`src/rtl/load_store_unit_if.sv`:
```
// Core-side access and data-memory bus signals of the load/store unit.
// The master modport is the load/store unit itself (it masters the memory bus
// and answers the core); the slave modport is the core plus memory environment.
interface load_store_unit_if;
  // core request
  logic        req;
  logic        we;
  logic [2:0]  funct3;
  logic [31:0] addr;
  logic [31:0] wdata;
  // core response
  logic        busy;
  logic        done;
  logic [31:0] rdata;
  logic        err;
  logic [1:0]  err_cause;
  // data-memory bus
  logic        mem_req;
  logic        mem_we;
  logic [31:0] mem_addr;
  logic [3:0]  mem_be;
  logic [31:0] mem_wdata;
  logic        mem_ready;
  logic        mem_rvalid;
  logic [31:0] mem_rdata;

  modport master (
    input  req, we, funct3, addr, wdata, mem_ready, mem_rvalid, mem_rdata,
    output busy, done, rdata, err, err_cause,
           mem_req, mem_we, mem_addr, mem_be, mem_wdata
  );

  modport slave (
    output req, we, funct3, addr, wdata, mem_ready, mem_rvalid, mem_rdata,
    input  busy, done, rdata, err, err_cause,
           mem_req, mem_we, mem_addr, mem_be, mem_wdata
  );
endinterface

```
`src/rtl/load_store_unit.sv`:
```
// Load/store unit: one access at a time from the core onto a word-addressed
// data-memory bus, with lane steering, strobes, load extension and error
// reporting (misaligned, illegal funct3, bus timeout). All outputs registered.
module load_store_unit #(
  parameter int unsigned TIMEOUT = 16
) (
  input logic              clk_i,
  input logic              rst_i,
  load_store_unit_if.master bus
);

  localparam int unsigned CNT_W = $clog2(TIMEOUT + 1);

  localparam logic [1:0] CAUSE_MISALIGN = 2'b01;
  localparam logic [1:0] CAUSE_ILLEGAL  = 2'b10;
  localparam logic [1:0] CAUSE_TIMEOUT  = 2'b11;

  typedef enum logic [2:0] {IDLE, REQ, WAIT, DONE, ERR} state_t;

  state_t           state, state_nx;
  logic [CNT_W-1:0] cnt, cnt_nx;
  logic [1:0]       cause_nx;

  // access attributes kept for the load extract
  logic       acc_we;
  logic [2:0] acc_f3;
  logic [1:0] acc_off;

  logic        illegal_c, misaligned_c;
  logic [3:0]  be_c;
  logic [31:0] wdata_c;
  logic [31:0] lane_c, ext_c;

  // Decode of the incoming request: legality, alignment, strobes, replicated data
  always_comb begin
    illegal_c    = (bus.funct3 == 3'b011) || (bus.funct3 == 3'b110) ||
                   (bus.funct3 == 3'b111) || (bus.we && bus.funct3[2]);
    misaligned_c = ((bus.funct3[1:0] == 2'b01) && bus.addr[0]) ||
                   ((bus.funct3[1:0] == 2'b10) && (bus.addr[1:0] != 2'b00));
    be_c         = 4'b1111;
    wdata_c      = bus.wdata;
    case (bus.funct3[1:0])
      2'b00: begin
        be_c    = 4'b0001 << bus.addr[1:0];
        wdata_c = {4{bus.wdata[7:0]}};
      end
      2'b01: begin
        be_c    = 4'b0011 << {bus.addr[1], 1'b0};
        wdata_c = {2{bus.wdata[15:0]}};
      end
      default: begin
        be_c    = 4'b1111;
        wdata_c = bus.wdata;
      end
    endcase
  end

  // Lane extract and sign/zero extension of the returned read word
  always_comb begin
    lane_c = bus.mem_rdata >> {acc_off, 3'b000};
    ext_c  = lane_c;
    case (acc_f3)
      3'b000:  ext_c = {{24{lane_c[7]}}, lane_c[7:0]};
      3'b001:  ext_c = {{16{lane_c[15]}}, lane_c[15:0]};
      3'b100:  ext_c = {24'd0, lane_c[7:0]};
      3'b101:  ext_c = {16'd0, lane_c[15:0]};
      default: ext_c = lane_c;
    endcase
  end

  // Next-state logic with the shared REQ/WAIT timeout counter
  always_comb begin
    state_nx = state;
    cnt_nx   = cnt;
    cause_nx = 2'b00;
    unique case (state)
      IDLE: begin
        if (bus.req) begin
          if (illegal_c) begin
            state_nx = ERR;
            cause_nx = CAUSE_ILLEGAL;
          end else if (misaligned_c) begin
            state_nx = ERR;
            cause_nx = CAUSE_MISALIGN;
          end else begin
            state_nx = REQ;
            cnt_nx   = '0;
          end
        end
      end
      REQ: begin
        if (bus.mem_ready) begin
          state_nx = acc_we ? DONE : WAIT;
          cnt_nx   = '0;
        end else if (cnt == CNT_W'(TIMEOUT - 1)) begin
          state_nx = ERR;
          cause_nx = CAUSE_TIMEOUT;
        end else begin
          cnt_nx = cnt + CNT_W'(1);
        end
      end
      WAIT: begin
        if (bus.mem_rvalid) begin
          state_nx = DONE;
        end else if (cnt == CNT_W'(TIMEOUT - 1)) begin
          state_nx = ERR;
          cause_nx = CAUSE_TIMEOUT;
        end else begin
          cnt_nx = cnt + CNT_W'(1);
        end
      end
      DONE:    state_nx = IDLE;
      ERR:     state_nx = IDLE;
      default: state_nx = IDLE;
    endcase
  end

  // State and timeout counter registers
  always_ff @(posedge clk_i) begin
    if (rst_i) begin
      state <= IDLE;
      cnt   <= '0;
    end else begin
      state <= state_nx;
      cnt   <= cnt_nx;
    end
  end

  // Registered outputs decoded from the next state, plus access capture
  always_ff @(posedge clk_i) begin
    if (rst_i) begin
      bus.busy      <= 1'b0;
      bus.done      <= 1'b0;
      bus.err       <= 1'b0;
      bus.err_cause <= 2'b00;
      bus.rdata     <= '0;
      bus.mem_req   <= 1'b0;
      bus.mem_we    <= 1'b0;
      bus.mem_addr  <= '0;
      bus.mem_be    <= '0;
      bus.mem_wdata <= '0;
      acc_we        <= 1'b0;
      acc_f3        <= 3'b000;
      acc_off       <= 2'b00;
    end else begin
      bus.busy    <= (state_nx != IDLE);
      bus.done    <= (state_nx == DONE);
      bus.err     <= (state_nx == ERR);
      bus.mem_req <= (state_nx == REQ);
      if (state_nx == ERR) begin
        bus.err_cause <= cause_nx;
      end
      if ((state == WAIT) && (state_nx == DONE)) begin
        bus.rdata <= ext_c;
      end
      if ((state == IDLE) && bus.req) begin
        acc_we  <= bus.we;
        acc_f3  <= bus.funct3;
        acc_off <= bus.addr[1:0];
      end
      if ((state == IDLE) && (state_nx == REQ)) begin
        bus.mem_we    <= bus.we;
        bus.mem_addr  <= {bus.addr[31:2], 2'b00};
        bus.mem_be    <= be_c;
        bus.mem_wdata <= wdata_c;
      end
    end
  end

endmodule

```
`src/flat_wrapper.sv`:
```
// flat-port wrapper written by rule: the top's interface ports become plain ports
module load_store_unit_flat 
#(
  parameter int unsigned TIMEOUT = 16
)
  (clk_i, rst_i, bus_req, bus_we, bus_funct3, bus_addr, bus_wdata, bus_mem_ready, bus_mem_rvalid, bus_mem_rdata, bus_busy, bus_done, bus_rdata, bus_err, bus_err_cause, bus_mem_req, bus_mem_we, bus_mem_addr, bus_mem_be, bus_mem_wdata);
  load_store_unit_if bus_i ();
  input logic clk_i;
  input logic rst_i;
  input wire logic [$bits(bus_i.req)-1:0] bus_req;
  input wire logic [$bits(bus_i.we)-1:0] bus_we;
  input wire logic [$bits(bus_i.funct3)-1:0] bus_funct3;
  input wire logic [$bits(bus_i.addr)-1:0] bus_addr;
  input wire logic [$bits(bus_i.wdata)-1:0] bus_wdata;
  input wire logic [$bits(bus_i.mem_ready)-1:0] bus_mem_ready;
  input wire logic [$bits(bus_i.mem_rvalid)-1:0] bus_mem_rvalid;
  input wire logic [$bits(bus_i.mem_rdata)-1:0] bus_mem_rdata;
  output wire logic [$bits(bus_i.busy)-1:0] bus_busy;
  output wire logic [$bits(bus_i.done)-1:0] bus_done;
  output wire logic [$bits(bus_i.rdata)-1:0] bus_rdata;
  output wire logic [$bits(bus_i.err)-1:0] bus_err;
  output wire logic [$bits(bus_i.err_cause)-1:0] bus_err_cause;
  output wire logic [$bits(bus_i.mem_req)-1:0] bus_mem_req;
  output wire logic [$bits(bus_i.mem_we)-1:0] bus_mem_we;
  output wire logic [$bits(bus_i.mem_addr)-1:0] bus_mem_addr;
  output wire logic [$bits(bus_i.mem_be)-1:0] bus_mem_be;
  output wire logic [$bits(bus_i.mem_wdata)-1:0] bus_mem_wdata;
  assign bus_i.req = bus_req;
  assign bus_i.we = bus_we;
  assign bus_i.funct3 = bus_funct3;
  assign bus_i.addr = bus_addr;
  assign bus_i.wdata = bus_wdata;
  assign bus_i.mem_ready = bus_mem_ready;
  assign bus_i.mem_rvalid = bus_mem_rvalid;
  assign bus_i.mem_rdata = bus_mem_rdata;
  assign bus_busy = bus_i.busy;
  assign bus_done = bus_i.done;
  assign bus_rdata = bus_i.rdata;
  assign bus_err = bus_i.err;
  assign bus_err_cause = bus_i.err_cause;
  assign bus_mem_req = bus_i.mem_req;
  assign bus_mem_we = bus_i.mem_we;
  assign bus_mem_addr = bus_i.mem_addr;
  assign bus_mem_be = bus_i.mem_be;
  assign bus_mem_wdata = bus_i.mem_wdata;
  load_store_unit #(.TIMEOUT(TIMEOUT)) u_core (.clk_i(clk_i), .rst_i(rst_i), .bus(bus_i));
endmodule
```
`config.mk`:
```
export PLATFORM = sky130hd
export DESIGN_NAME = load_store_unit_flat
export DESIGN_NICKNAME = d
export VERILOG_FILES = /design/src/rtl/load_store_unit_if.sv /design/src/rtl/load_store_unit.sv /design/src/flat_wrapper.sv
export SDC_FILE = /design/constraint.sdc
export NUM_CORES = 1
export LEC_CHECK = 0
export CAP_MARGIN = 20
export CORE_ASPECT_RATIO = 1.4
export CORE_MARGIN = 10
export CORE_UTILIZATION = 41
export CTS_CLUSTER_DIAMETER = 30
export DETAILED_ROUTE_END_ITERATION = 7
export GPL_TIMING_DRIVEN = 0
export HOLD_SLACK_MARGIN = 0.15
export PLACE_DENSITY = 0.87
export SETUP_SLACK_MARGIN = 0.15
export SYNTH_ARGS = -nofsm -noshare
export SYNTH_HDL_FRONTEND = slang
export SYNTH_SLANG_ARGS = --single-unit
export TNS_END_PERCENT = 20
```
`constraint.sdc`:
```
create_clock -name clk_i -period 2.3 [get_ports clk_i]
set_input_delay 0.345 -clock clk_i [delete_from_list [all_inputs] [get_ports clk_i]]
set_output_delay 0.345 -clock clk_i [all_outputs]
set_load 0.05 [all_outputs]
```
==> impl_metrics.yaml <==
clock_network:
  cts_sinks: 119
  cts_buffer_depth: 2
  clock_latency_ns: 0.41
  cts_htree_levels: 4
  tritoncts: "built"
  numCtsBuffers: 17
  cts.clk_slew.worst_paths_ns: 0.05
  clock-root-buffer: "clkbuf_16"
timing:
  hold_violations: 0
  rsz0062_at_grt: "true"
  worst_pin_slew_ns: 0.755
  report.final.slew_viol_count: 0
  slew_headroom: 0.497
  fmax_mhz: 489
  period_share: 0.888
  fin_tns_setup_ns: 0
  fin_crit_ns: 2.04
  fin_worst_skew_ns: 0.0111
  finalSetupViolations: 0
  whs_ns: 0.452
grt:
  grt_max_degree: 17
  grt_pass1_wl_mm: 30.2
  grt_remaining_overflow: 0
  grt_pass1_vias: 5557
  grt_antenna_before_repair: 0
  track_usage: 0.202
synthesis:
  synth_cells: 644
  ys_seq_area_frac: 0.437
  synthAdderAreaFrac: 0.00230
  synth.top_cell.area_share: 0.437
  synth_top_family_by_area: "compound AO/OA/AOI/OAI gates"
  synth_area_mm2: 0.00545
  synth-seq-cells: 119
  async_flop_share: 0
  synth_xor_area_frac: 0
  synth_flop_cell: "dfxtp_1"
  synth.mux.area_fraction: 0.0776
  synth_cell_type_count: 51
  synth_compound_area_frac: 0.231
  synth_simple_gate_area_frac: 0.182
  synth-edff-count: 0
  syn_avg_cell_area_um2: 8.46
  yosysTopAreaCell: "dfxtp_1"
  ys_warn_count: 0
  synth_area_leaders: "dfxtp_1 44%, nand2_1 9.3%, a21oi_1 8.3%, mux2i_1 5.7%, a211oi_1 4.1%"
finish:
  syn_to_final_growth_pct: 53.4
  drive_gt1_frac: 0.0916
  multiInputGateArea_mm2: 0.00270
  n_fill_cell: 1047
  seq_area_mm2: 0.00238
  insertedDiodeCount: 0
  design_area_mm2: 0.00836
  nets: 977
drt:
  ant_nets: 0
  wl_per_cell_um: 18.2
  drtIter0Drc: 376
  num_vias: 5546
  wl_mm: 19.4
  routed_via_density: 5.22
  dr.pass1.iters: 6
  drc: 0
setup_path:
  crit_fanout: 10
  required_ns: 2.64
  start_kind: "primary input"
  cp-end-kind: "flop"
  cp.arrival_ns: 2.38
  worst-r2r-setup-slack_ns: 0.26
  worst-setup-path-type: "in -> reg"
placement:
  gp_congestion: 0.915
  place_area_mm2: 0.00774
  port_buffers: 206
  hpwl_mm: 14.9
die:
  die_w_um: 117
  fp.dieArea_mm2: 0.0184
  num_rows: 49
  io_pins: 212
  fp.coreArea_mm2: 0.0129
  initial_core_util: 0.421
  die_height_um: 156
hold_path:
  hp-class: "reg -> reg"
outcome:
  outcome: "finished clean"
flow_run:
  maxCapViolations: 0
power:
  total_leakage_power_uw: 0.00293
  peakVddDrop_uv: 486
  power_density_mw_per_mm2: 742
==> critical path: stages <==
cell             delay [ns]
clkdlybuf4s50_1        0.63
a221oi_1               0.13
o21ai_0                0.43
clkbuf_2               0.35
buf_2                  0.27
nand2_1                0.08
a21oi_1                0.14
==> cells by family (layout without fill, tap and decap cells) <==
| kind of cell | Yosys count | in the layout |
|---|---|---|
| AOI/OAI and AO/OA | 187 | 187 |
| adders and majority gates | 1 | 1 |
| buffers and inverters | 65 | 304 |
| DFF | 119 | 119 |
| muxes | 40 | 40 |
| other | 1 | 2 |
| and+or+nand+nor | 231 | 231 |
==> flip-flops by register name (all words and copies together) (netlist names), 3 cells and up <==
| name | count |
|---|---|
| u_core.bus.mem_wdata | 32 |
| u_core.bus.rdata | 32 |
| u_core.bus.mem_addr | 30 |
| u_core.cnt | 5 |
| u_core.bus.mem_be | 4 |
| u_core.acc_f3 | 3 |
| u_core.state | 3 |
==> cell usage in the layout (no fill, tap or decap), types with 7 or more instances in the layout <==
cell	netlist	routed
nand2_1	135	135
clkbuf_1	31	31
nor2_1	54	54
o2bb2ai_1	8	8
mux2i_1	31	31
inv_1	9	9
a21oi_1	90	90
o21ai_0	14	14
mux2_2	8	8
dfxtp_1	119	119
a211oi_1	30	30
clkbuf_16	0	17
a311oi_2	10	10
clkdlybuf4s50_1	0	206
nor3_1	10	10
nand2b_1	7	7
o211ai_1	17	17
==> metrics by stage <==
| step | setup slack (ns) | std cells | utilization | power (uW) |
|---|---|---|---|---|
| 4_1_cts | 0.182 | 1061 | 0.646 | 6230 |
| 5_1_grt | 0.102 | 1062 | 0.646 | 6420 |
| 3_3_place_gp | -0.379 | 1029 | 0.598 | 3500 |
| 3_5_place_dp | -0.391 | 1029 | 0.598 | 3520 |
| 6_report | 0.257 | 1062 | 0.646 | 6200 |
| 2_1_floorplan | 0.439 | 645 | - | 3010 |
==> cells in the mapped netlist, types with 2 or more instances <==
cell	number
buf_2	6
a221oi_1	3
buf_4	4
o32ai_1	2
o211ai_1	17
clkbuf_1	31
o21ai_0	14
nor2b_1	6
mux2_2	8
buf_6	4
nor2_1	54
nand3_1	5
or2_2	2
or3b_2	2
mux2i_1	31
a211oi_1	30
a311oi_2	10
inv_1	9
o2bb2ai_1	8
dfxtp_1	119
a21oi_1	90
nand2b_1	7
nand2_1	135
buf_1	5
o221ai_1	2
nor3_1	10
buf_12	5
nand4b_1	2
==> layer usage <==
metal,global-route usage,share of wire,vias to the layer above
li1,-,-,2720
met3,0.0699,0.075,48
met2,0.346,0.50,236
met1,0.220,0.39,2542
met4,0.100,0.038,0
met5,0,0,-
==> where the power goes <==
group	switching (uW)	total, uW	internal [uW]
Clock	957	2710	1760
Combinational	761	1280	514
Sequential	54.4	2210	2160
Total	1770	6200	4430
==> layout make-up <==
cell class / instances / area share
flip-flops and latches: 119 / 0.285
inverters: 10 / 0.00449
clock buffers: 20 / 0.0546
well taps: 178 / 0.0266
plain buffers: 55 / 0.0408
repair buffers: 207 / 0.247
clock inverters: 12 / 0.0180
multi-input cells: 461 / 0.323
==> worst paths after layout <==
check / startpoint / endpoint / cells past startpoint
setup reg to reg: u_core.state[0] / u_core.bus.mem_addr[8] / 7
setup / recovery: bus_addr[0] / u_core.bus.mem_addr[23] / 7
hold / removal: u_core.bus.mem_addr[30] / u_core.bus.mem_addr[30] / 2
hold reg to reg: u_core.bus.mem_addr[30] / u_core.bus.mem_addr[30] / 2
==> repair_timing <==
item / CTS / global route
setup endpoints to repair: 21 / 30
hold buffers: 0 / 0
pin swaps: 0 / 1
buffers inserted: 0 / 1
gates resized for setup: 2 / 0
(Power assumes the default switching activity.)
